### src/rtl/clk_div_cfg_pkg.sv
// clk_div_cfg_pkg: shared divider width macro, controller state encodings and sizing helper.
`ifndef CLK_DIV_CFG_MACROS
`define CLK_DIV_CFG_MACROS
`define CLK_DIV_WIDTH 8
`endif

package clk_div_cfg_pkg;
    localparam int CLK_DIV_WIDTH = `CLK_DIV_WIDTH;

    localparam logic [1:0] ST_IDLE   = 2'd0;
    localparam logic [1:0] ST_SETTLE = 2'd1;
    localparam logic [1:0] ST_LOCK   = 2'd2;
    localparam logic [1:0] ST_DONE   = 2'd3;

    // Wide enough to hold ratio*lock_periods-1 without overflow.
    function automatic int lock_cnt_width(input int dw, input int lp);
        return dw + $clog2(lp) + 1;
    endfunction
endpackage

### src/rtl/clk_div_cfg_ctrl_rr_arbiter2.sv
// rr_arbiter2: two-way round-robin arbiter; pointer flips away from the winner on each update strobe.
module rr_arbiter2 (
    input  logic       i_clk,
    input  logic       i_rst,
    input  logic [1:0] i_req,
    input  logic       i_update,
    output logic       o_valid,
    output logic       o_gnt
);
    logic ptr_q;

    assign o_valid = |i_req;
    assign o_gnt   = &i_req ? ptr_q : i_req[1];

    always_ff @(posedge i_clk or posedge i_rst) begin
        if (i_rst) ptr_q <= 1'b0;
        else if (i_update) ptr_q <= ~o_gnt;
    end
endmodule

### src/rtl/clk_div_cfg_ctrl.sv
// clk_div_cfg_ctrl: arbitrates divider ratio changes and sequences disable/settle/load/enable/lock.
module clk_div_cfg_ctrl
    import clk_div_cfg_pkg::*;
#(
    parameter int DIV_WIDTH     = CLK_DIV_WIDTH,
    parameter int SETTLE_CYCLES = 4,
    parameter int LOCK_PERIODS  = 2,
    parameter int RESET_RATIO   = 1
) (
    input  logic                 i_clk,
    input  logic                 i_rst,
    input  logic                 i_req0,
    input  logic                 i_req1,
    input  logic [DIV_WIDTH-1:0] i_ratio0,
    input  logic [DIV_WIDTH-1:0] i_ratio1,
    output logic                 o_ack0,
    output logic                 o_ack1,
    output logic                 o_nack0,
    output logic                 o_nack1,
    output logic [DIV_WIDTH-1:0] o_div_ratio,
    output logic                 o_clk_en,
    output logic                 o_busy,
    output logic                 o_locked
);
    localparam int CW = lock_cnt_width(DIV_WIDTH, LOCK_PERIODS);

    logic [1:0]           state_q, state_d;
    logic [CW-1:0]        cnt_q, cnt_d;
    logic [DIV_WIDTH-1:0] lat_q, lat_d, ratio_q, ratio_d;
    logic                 gid_q, gid_d;
    logic                 clk_en_q, clk_en_d, locked_q, locked_d, busy_q, busy_d;
    logic [1:0]           ack_q, ack_d, nack_q, nack_d;
    logic                 arb_valid, arb_gnt;
    logic [DIV_WIDTH-1:0] gnt_ratio;

    rr_arbiter2 u_arb (
        .i_clk    (i_clk),
        .i_rst    (i_rst),
        .i_req    ({i_req1, i_req0}),
        .i_update (state_q == ST_IDLE && arb_valid),
        .o_valid  (arb_valid),
        .o_gnt    (arb_gnt)
    );

    assign gnt_ratio = arb_gnt ? i_ratio1 : i_ratio0;

    always_comb begin
        state_d  = state_q;
        cnt_d    = cnt_q;
        lat_d    = lat_q;
        gid_d    = gid_q;
        ratio_d  = ratio_q;
        clk_en_d = clk_en_q;
        locked_d = locked_q;
        ack_d    = '0;
        nack_d   = '0;
        case (state_q)
            ST_IDLE: begin
                if (arb_valid) begin
                    if (gnt_ratio < DIV_WIDTH'(2)) begin
                        nack_d[arb_gnt] = 1'b1;
                    end else if (gnt_ratio == ratio_q && locked_q) begin
                        ack_d[arb_gnt] = 1'b1;
                    end else begin
                        lat_d    = gnt_ratio;
                        gid_d    = arb_gnt;
                        clk_en_d = 1'b0;
                        locked_d = 1'b0;
                        cnt_d    = CW'(SETTLE_CYCLES - 1);
                        state_d  = ST_SETTLE;
                    end
                end
            end
            ST_SETTLE: begin
                if (cnt_q == '0) begin
                    ratio_d  = lat_q;
                    clk_en_d = 1'b1;
                    cnt_d    = CW'(lat_q) * CW'(LOCK_PERIODS) - CW'(1);
                    state_d  = ST_LOCK;
                end else begin
                    cnt_d = cnt_q - CW'(1);
                end
            end
            ST_LOCK: begin
                // Ack and lock are registered on entry so they coincide with the DONE cycle.
                if (cnt_q == '0) begin
                    ack_d[gid_q] = 1'b1;
                    locked_d     = 1'b1;
                    state_d      = ST_DONE;
                end else begin
                    cnt_d = cnt_q - CW'(1);
                end
            end
            default: state_d = ST_IDLE;
        endcase
        busy_d = state_d != ST_IDLE;
    end

    always_ff @(posedge i_clk or posedge i_rst) begin
        if (i_rst) begin
            state_q  <= ST_IDLE;
            cnt_q    <= '0;
            lat_q    <= '0;
            gid_q    <= 1'b0;
            ratio_q  <= DIV_WIDTH'(RESET_RATIO);
            clk_en_q <= 1'b0;
            locked_q <= 1'b0;
            busy_q   <= 1'b0;
            ack_q    <= '0;
            nack_q   <= '0;
        end else begin
            state_q  <= state_d;
            cnt_q    <= cnt_d;
            lat_q    <= lat_d;
            gid_q    <= gid_d;
            ratio_q  <= ratio_d;
            clk_en_q <= clk_en_d;
            locked_q <= locked_d;
            busy_q   <= busy_d;
            ack_q    <= ack_d;
            nack_q   <= nack_d;
        end
    end

    assign o_ack0      = ack_q[0];
    assign o_ack1      = ack_q[1];
    assign o_nack0     = nack_q[0];
    assign o_nack1     = nack_q[1];
    assign o_div_ratio = ratio_q;
    assign o_clk_en    = clk_en_q;
    assign o_busy      = busy_q;
    assign o_locked    = locked_q;
endmodule

### config.mk
export PLATFORM = sky130hd
export DESIGN_NAME = clk_div_cfg_ctrl
export DESIGN_NICKNAME = d
export VERILOG_FILES = /design/src/rtl/clk_div_cfg_pkg.sv /design/src/rtl/clk_div_cfg_ctrl_rr_arbiter2.sv /design/src/rtl/clk_div_cfg_ctrl.sv
export SDC_FILE = /design/constraint.sdc
export NUM_CORES = 1
export LEC_CHECK = 0
export ABC_AREA = 1
export CORE_UTILIZATION = 55
export DETAILED_ROUTE_END_ITERATION = 6
export GPL_TIMING_DRIVEN = 0
export HOLD_SLACK_MARGIN = 0.05
export PLACE_DENSITY = 0.8
export SLEW_MARGIN = 10
export SYNTH_ARGS = -nofsm -noshare
export SYNTH_HDL_FRONTEND = slang
export SYNTH_SLANG_ARGS = --single-unit
### constraint.sdc
create_clock -name i_clk -period 2.1 [get_ports i_clk]
set_input_delay 0.315 -clock i_clk [delete_from_list [all_inputs] [get_ports i_clk]]
set_output_delay 0.315 -clock i_clk [all_outputs]
set_load 0.01 [all_outputs]
* Word level (Yosys, flattened, before mapping)
Cells that the tools add are included.
Operators by class: $add $sub $neg 2, magnitude comparators 5, equality and inequality tests 9, multiplexer cells 32, bitwise logic cells 3, reductions and logical operators 17
Operators by type and width (count):
- two-way mux 10 bit | 5
- one-hot mux 10 bit (3 select lines) | 1
- two-way mux 2 bit | 12
- AND reduction 5 bit | 3
- != test 2 bit (second input constant) | 6
- zero test 10 bit | 1
- subtractor 10 x 1 -> 10 bit (second input constant) | 1
- subtractor 9 x 1 -> 10 bit (second input constant) | 1
- == test 8 bit | 1
- < comparator 8 x 2 -> 1 bit (second input constant) | 1
- two-way mux 8 bit | 1
- two-way mux 1 bit | 7
- one-hot mux 2 bit (3 select lines) | 1
- nonzero test 2 bit | 3
- logical AND 1 bit | 4
- < comparator 1 x 2 -> 1 bit (second input constant) | 2
- one-hot mux 1 bit (2 select lines) | 2
- one-hot mux 2 bit (2 select lines) | 1
- AND reduction 2 bit | 2
- AND reduction 4 bit | 1
- NOT 1 bit | 3
- nonzero test 3 bit | 1
- demux 1 bit (select 1 bit) | 2
- == test 2 x 1 -> 1 bit (second input constant) | 1
- other kinds (4) | 5
Storage, ports and cells: register bits 37, input port bits 20, output and inout port bits 15, logic and storage cells 79

* Logic depth before layout (Yosys ltp)
word-level depth 10, depth in mapped cells 16, depth with buffers taken out 16

* By module
A second synthesis with hierarchy kept.
Second synthesis, totals: cells, all modules 368, area total of the unflattened synthesis 2437.3 um^2
By module, submodules not included:
- clk_div_cfg_ctrl | instances 1, cells an instance 358, area an instance 2373.5 um^2, seq. area each 902.1 um^2
- rr_arbiter2 | instances 1, cells an instance 10, area an instance 63.8 um^2, seq. area each 25.0 um^2

* Worst setup path before layout
OpenSTA, ideal clock, no wires.
path kind register to register, from register cnt_q[0], to register cnt_q[7], library setup time 117 ps, arrival 1648 ps, required time 1983 ps, slack 336 ps, stages on the path, launching flop included 11, path buffers 1, period minus slack after synthesis 1764 ps, path through dfrtp_1 inv_1 ha_1 nand3_2 nor3_4 nand3b_2 nor2_2 a211oi_2 buf_2 nand3_1 nand2_1
Between the ends: word-level cells in the longest chain between the ends 3, elaborated cells on any way between the ends 7, classes of those cells add/sub: 1; eq/ne: 1; mux: 3; reduce/logical: 2
Ends and longest elaborated chain:
- start: declaration | line clk_div_cfg_ctrl.sv:28 | logic [CW-1:0] cnt_q, cnt_d;
- start signal: assignment | line clk_div_cfg_ctrl.sv:113 | cnt_q <= cnt_d;
- subtractor 10 x 1 -> 10 bit or zero test 10 bit (tied branches)
- two-way mux 10 bit (tied with other cells) | line clk_div_cfg_ctrl.sv:86 | if (cnt_q == '0) begin
- one-hot mux 10 bit (3 select lines) or AND reduction 5 bit (tied branches)
Several ways; a longest one is shown, not always the timed one. The select of a mux whose other input is x is not followed. A chain may end at the register's enable or synchronous reset.

* Worst setup path after layout
from register cnt_q[0], to register busy_q (netlist: o_busy)
Between the ends: word-level cells in the longest chain between the ends 4, elaborated cells on any way between the ends 5, classes of those cells mux: 3; reduce/logical: 2
Ends and longest elaborated chain:
- zero test 10 bit (*) | line clk_div_cfg_ctrl.sv:75, clk_div_cfg_ctrl.sv:86
- two-way mux 2 bit (on tied branches) | line clk_div_cfg_ctrl.sv:86, clk_div_cfg_ctrl.sv:75
- one-hot mux 2 bit (3 select lines) (*) | line clk_div_cfg_ctrl.sv:57 | case (state_q)
- nonzero test 2 bit (*) | line clk_div_cfg_ctrl.sv:96 | busy_d = state_d != ST_IDLE;
- via busy_d | line clk_div_cfg_ctrl.sv:31 | logic clk_en_q, clk_en_d, locked_q, locked_d, busy_q, busy_d;
- end signal: assignment | line clk_div_cfg_ctrl.sv:119 | busy_q <= busy_d;
- end: declaration | line clk_div_cfg_ctrl.sv:31
The timed path passes the listed nets; every way through them passes the cells marked *.

==> metrics.log <==
[metrics] status: completed
[metrics] highest attainable clock frequency: 503 MHz
[metrics] number of max-cap violations: 0
[metrics] CP arrival: 2.22 ns
[metrics] number of placed I/O pins: 35
[metrics] top post-synthesis cells by area: sky130_fd_sc_hd__dfrtp_1, sky130_fd_sc_hd__nand2_1, sky130_fd_sc_hd__inv_1, sky130_fd_sc_hd__nand3_1, sky130_fd_sc_hd__o21ai_0
[metrics] fraction of layout cells with a size suffix above 1: 14.3%
[metrics] post-route antenna net violation count: 0
[metrics] Final setup violation count: 0
[metrics] most common cell type on the critical path: sky130_fd_sc_hd__nand2_1
[metrics] share of the clock period used by the worst path after layout: 94.6%
[metrics] Critical Setup Path Class: flip-flop to flip-flop
[metrics] routability-driven placement congestion ratio: 0.848
[metrics] HPWL reported at the end of detailed placement: 4090 um
[metrics] cell area after synthesis: 2500 sq um
[metrics] most common library cell in the layout ignoring fill and taps: sky130_fd_sc_hd__nand2_1
[metrics] final setup slack of the worst path: 0.114 ns
[metrics] Detailed Route WL: 5600 um
[metrics] unique cell type count in the Yosys netlist: 36
[metrics] layout overhead on the synthesized area: 24.3%
[metrics] slowest cell on the critical path: sky130_fd_sc_hd__dfrtp_1
[metrics] Starting DRT DRC Count: 172
[metrics] Layout Utilization: 71.3%
[metrics] Post-layout nets: 417
[metrics] crit path from: cnt_q[0]
[metrics] headroom to the max-slew limit: 48.8%
[metrics] worst setup slack before clock tree synthesis: -0.252 ns
[metrics] Remaining Overflow, GRT: 0
[metrics] post-synthesis net count: 372
[metrics] maximum ir drop on the vdd rail: 0.678 mV
[metrics] Leakage Power: 1.59 nW
[metrics] TritonCTS clock tree: yes
[metrics] Root Driver: sky130_fd_sc_hd__clkbuf_8
[metrics] sort of element at the start of the critical path: flip-flop
[metrics] most frequent cells in the layout: sky130_fd_sc_hd__nand2_1, sky130_fd_sc_hd__inv_1, sky130_fd_sc_hd__dfrtp_1, sky130_fd_sc_hd__nand3_1, sky130_fd_sc_hd__clkdlybuf4s50_1
[metrics] detailed-route via count: 2315
[metrics] required time of the worst setup path: 2.33 ns
[metrics] final hold violation count: 0
[metrics] number of rows created at floorplan: 24
[metrics] Final Critical Period: 1.99 ns
[metrics] Skew-Pair Late Insertion Delay: 0.30 ns
[metrics] number of optimization iterations in the first detailed-route pass: 4
[metrics] flop2flop setup slack: 0.11 ns
[metrics] maximum clock skew at final layout: 0.00902 ns
[metrics] via count of the first global-routing pass: 2197
[metrics] Min-Delay Path Class: input pin to asynchronous set/reset pin
[metrics] die width: 69.4 um
[metrics] ratio of routed vias to standard cells: 5.21
[metrics] fraction of synthesized cell area taken by the top area cell type: 36.1%
[metrics] Ys Warns: 0
[metrics] first-pass GRT wire length: 9680 um
[metrics] post-synthesis average cell area: 7.21 sq um
[metrics] number of remaining DRC errors: 0
[metrics] total non-filler cell area in the finished layout: 3100 sq um
[metrics] y dimension of the die: 69.4 um
[metrics] transition time of the tightest slew-check pin: 0.766 ns
[metrics] number of cells produced by synthesis: 346
[metrics] Longest Clk Path Bufs: 2
[metrics] CORE AREA: 4350 sq um
[metrics] starting density of the core: 57.3%
[metrics] PwrDens: 1350 nW/um^2
[metrics] Final TNS setup: 0 ns
[metrics] largest net degree at the start of global routing: 38
[metrics] Routed WL per cell: 12.6 um
[metrics] ant diodes: 0
[metrics] library cell occupying the most area in the post-synthesis netlist: sky130_fd_sc_hd__dfrtp_1
[metrics] die footprint: 4810 sq um
[metrics] part of the Yosys area used for sequential elements: 37.1%
[metrics] clock tree sinks: 37
[metrics] Critical Path Sink Type: flip-flop
[metrics] largest fanout on the critical path: 4
[metrics] clock buffers created by TritonCTS: 5
[metrics] register clock-pin slew on the reported worst setup and hold paths: 0.07 ns
[metrics] quantity of hold-fixing buffers added after cts: 0
[metrics] initial antenna violation count: 0
[metrics] Reg-to-Reg Start: cnt_q[0]
[metrics] synthesis-stage register bit count: 37
[metrics] count of pins over their slew limit: 0
[metrics] unrepaired setup endpoints after global routing: yes
[metrics] PnR Total Power: 4.20 mW
[metrics] stage delay of the slowest cell on the critical path: 0.40 ns
[metrics] total of buffers placed on input and output ports: 33
[metrics] Area after DPL: 2890 sq um
[metrics] list of cells traversed by the critical path: inv_2 > ha_4 > nand3_2 > nor3_4 > nand3b_4 > nor2_4 > buf_4 > inv_1 > o211ai_1 > inv_1 > nand2_1 > nand2_1 > nand2_1
[metrics] H-tree level count: 2
[metrics] GRT Resource Usage Total: 25.1%
-- worst max-delay path, delay by kind of cell (launching register included) --
kind	cells	cell delay [ns]
AO/OA/AOI/OAI	1	0.10
adder cells (fa/ha/maj)	1	0.16
buffers and inverters	4	0.35
flip-flops	1	0.40
AND/OR/NAND/NOR	7	0.90
-- area by class of cell --
class | instances | area (sq um)
Inverter | 62 | 233
Timing Repair Buffer | 38 | 380
Sequential cell | 37 | 927
Multi-Input combinational cell | 239 | 1300
Tap cell | 52 | 65.1
Clock inverter | 1 | 30.0
Buffer | 8 | 81.3
Fill cell | 352 | 1250
Clock buffer | 7 | 86.3
-- path summary, 6_finish.rpt --
check                                 to  cells after the start
worst max register to register    o_busy                     13
worst max-delay path              o_busy                     13
max in group asynchronous       o_clk_en                      2
min in group i_clk              cnt_q[1]                      2
worst min register to register  cnt_q[1]                      2
worst min-delay path            cnt_q[4]                      2
-- cells by family (layout without fill, tap and decap cells) --
family | after synthesis | count (layout) | share of synthesized area, %
and+or+nand+nor | 181 | 181 | 34.2
adders and majority gates | 6 | 6 | 3.01
buffers and inverters | 70 | 116 | 12.5
AOI/OAI and AO/OA | 44 | 44 | 10.4
DFF | 37 | 37 | 37.1
xor gates and xnor gates | 8 | 8 | 2.81
-- sequential cells by signal, indices dropped and copies added (netlist names) --
signal,count
o_busy,1
ack_q,2
o_locked,1
lat_q,8
o_clk_en,1
gid_q,1
state_q,2
u_arb.ptr_q,1
o_div_ratio,8
cnt_q,10
nack_q,2
-- Yosys cell counts --
cell type and count:
sky130_fd_sc_hd__nor3_1 4, sky130_fd_sc_hd__a21oi_2 2, sky130_fd_sc_hd__dfrtp_1 36, sky130_fd_sc_hd__a21oi_1 9
sky130_fd_sc_hd__xor2_1 5, sky130_fd_sc_hd__o211ai_2 1, sky130_fd_sc_hd__inv_1 59, sky130_fd_sc_hd__ha_1 6
sky130_fd_sc_hd__nor2_2 4, sky130_fd_sc_hd__or2_2 1, sky130_fd_sc_hd__o21a_1 1, sky130_fd_sc_hd__o21ai_0 22
sky130_fd_sc_hd__buf_4 2, sky130_fd_sc_hd__nand2_2 7, sky130_fd_sc_hd__nand2_8 1, sky130_fd_sc_hd__buf_12 1
sky130_fd_sc_hd__inv_2 3, sky130_fd_sc_hd__a211oi_2 1, sky130_fd_sc_hd__nand4_1 3, sky130_fd_sc_hd__xnor2_1 3
sky130_fd_sc_hd__o21ai_2 1, sky130_fd_sc_hd__nor3_4 1, sky130_fd_sc_hd__nand3b_1 3, sky130_fd_sc_hd__nor2_4 1
sky130_fd_sc_hd__a31oi_1 2, sky130_fd_sc_hd__o21ai_1 2, sky130_fd_sc_hd__nand3b_2 1, sky130_fd_sc_hd__dfstp_2 1
sky130_fd_sc_hd__nand2_4 3, sky130_fd_sc_hd__o211ai_1 3, sky130_fd_sc_hd__nand3_2 2, sky130_fd_sc_hd__nand3_1 33
sky130_fd_sc_hd__buf_2 2, sky130_fd_sc_hd__buf_6 3, sky130_fd_sc_hd__nand2_1 98, sky130_fd_sc_hd__nor2_1 19
-- through the flow --
step                hold slack (ns)  instances
floorplan                     0.442        346
global placement              0.459        431
detailed placement            0.463        431
CTS                           0.479        439
global route                  0.530        444
finish                        0.477        444
-- routing by layer --
| layer | up-vias | part of all wire [%] | global-route usage (%) |
|---|---|---|---|
| li1 | 1166 | - | - |
| met1 | 1083 | 47 | 33.0 |
| met2 | 53 | 48 | 40.5 |
| met3 | 13 | 4.0 | 5.67 |
| met4 | 0 | 1.5 | 9.52 |
| met5 | - | 0 | 0 |
-- power by group --
group,switching (mW),internal [mW],total (mW)
clock,0.260,0.387,0.647
combinational,1.33,0.956,2.28
sequential,0.264,1.01,1.27
-- what timing repair did --
| action | 4_1_cts | 5_1_grt |
|---|---|---|
| endpoints found under the setup margin | 0 | 31 |
| buffers inserted | 0 | 4 |
| gates resized for setup | 0 | 12 |
| hold endpoints to repair | 0 | 0 |
Power figures use the tool's default switching activity.
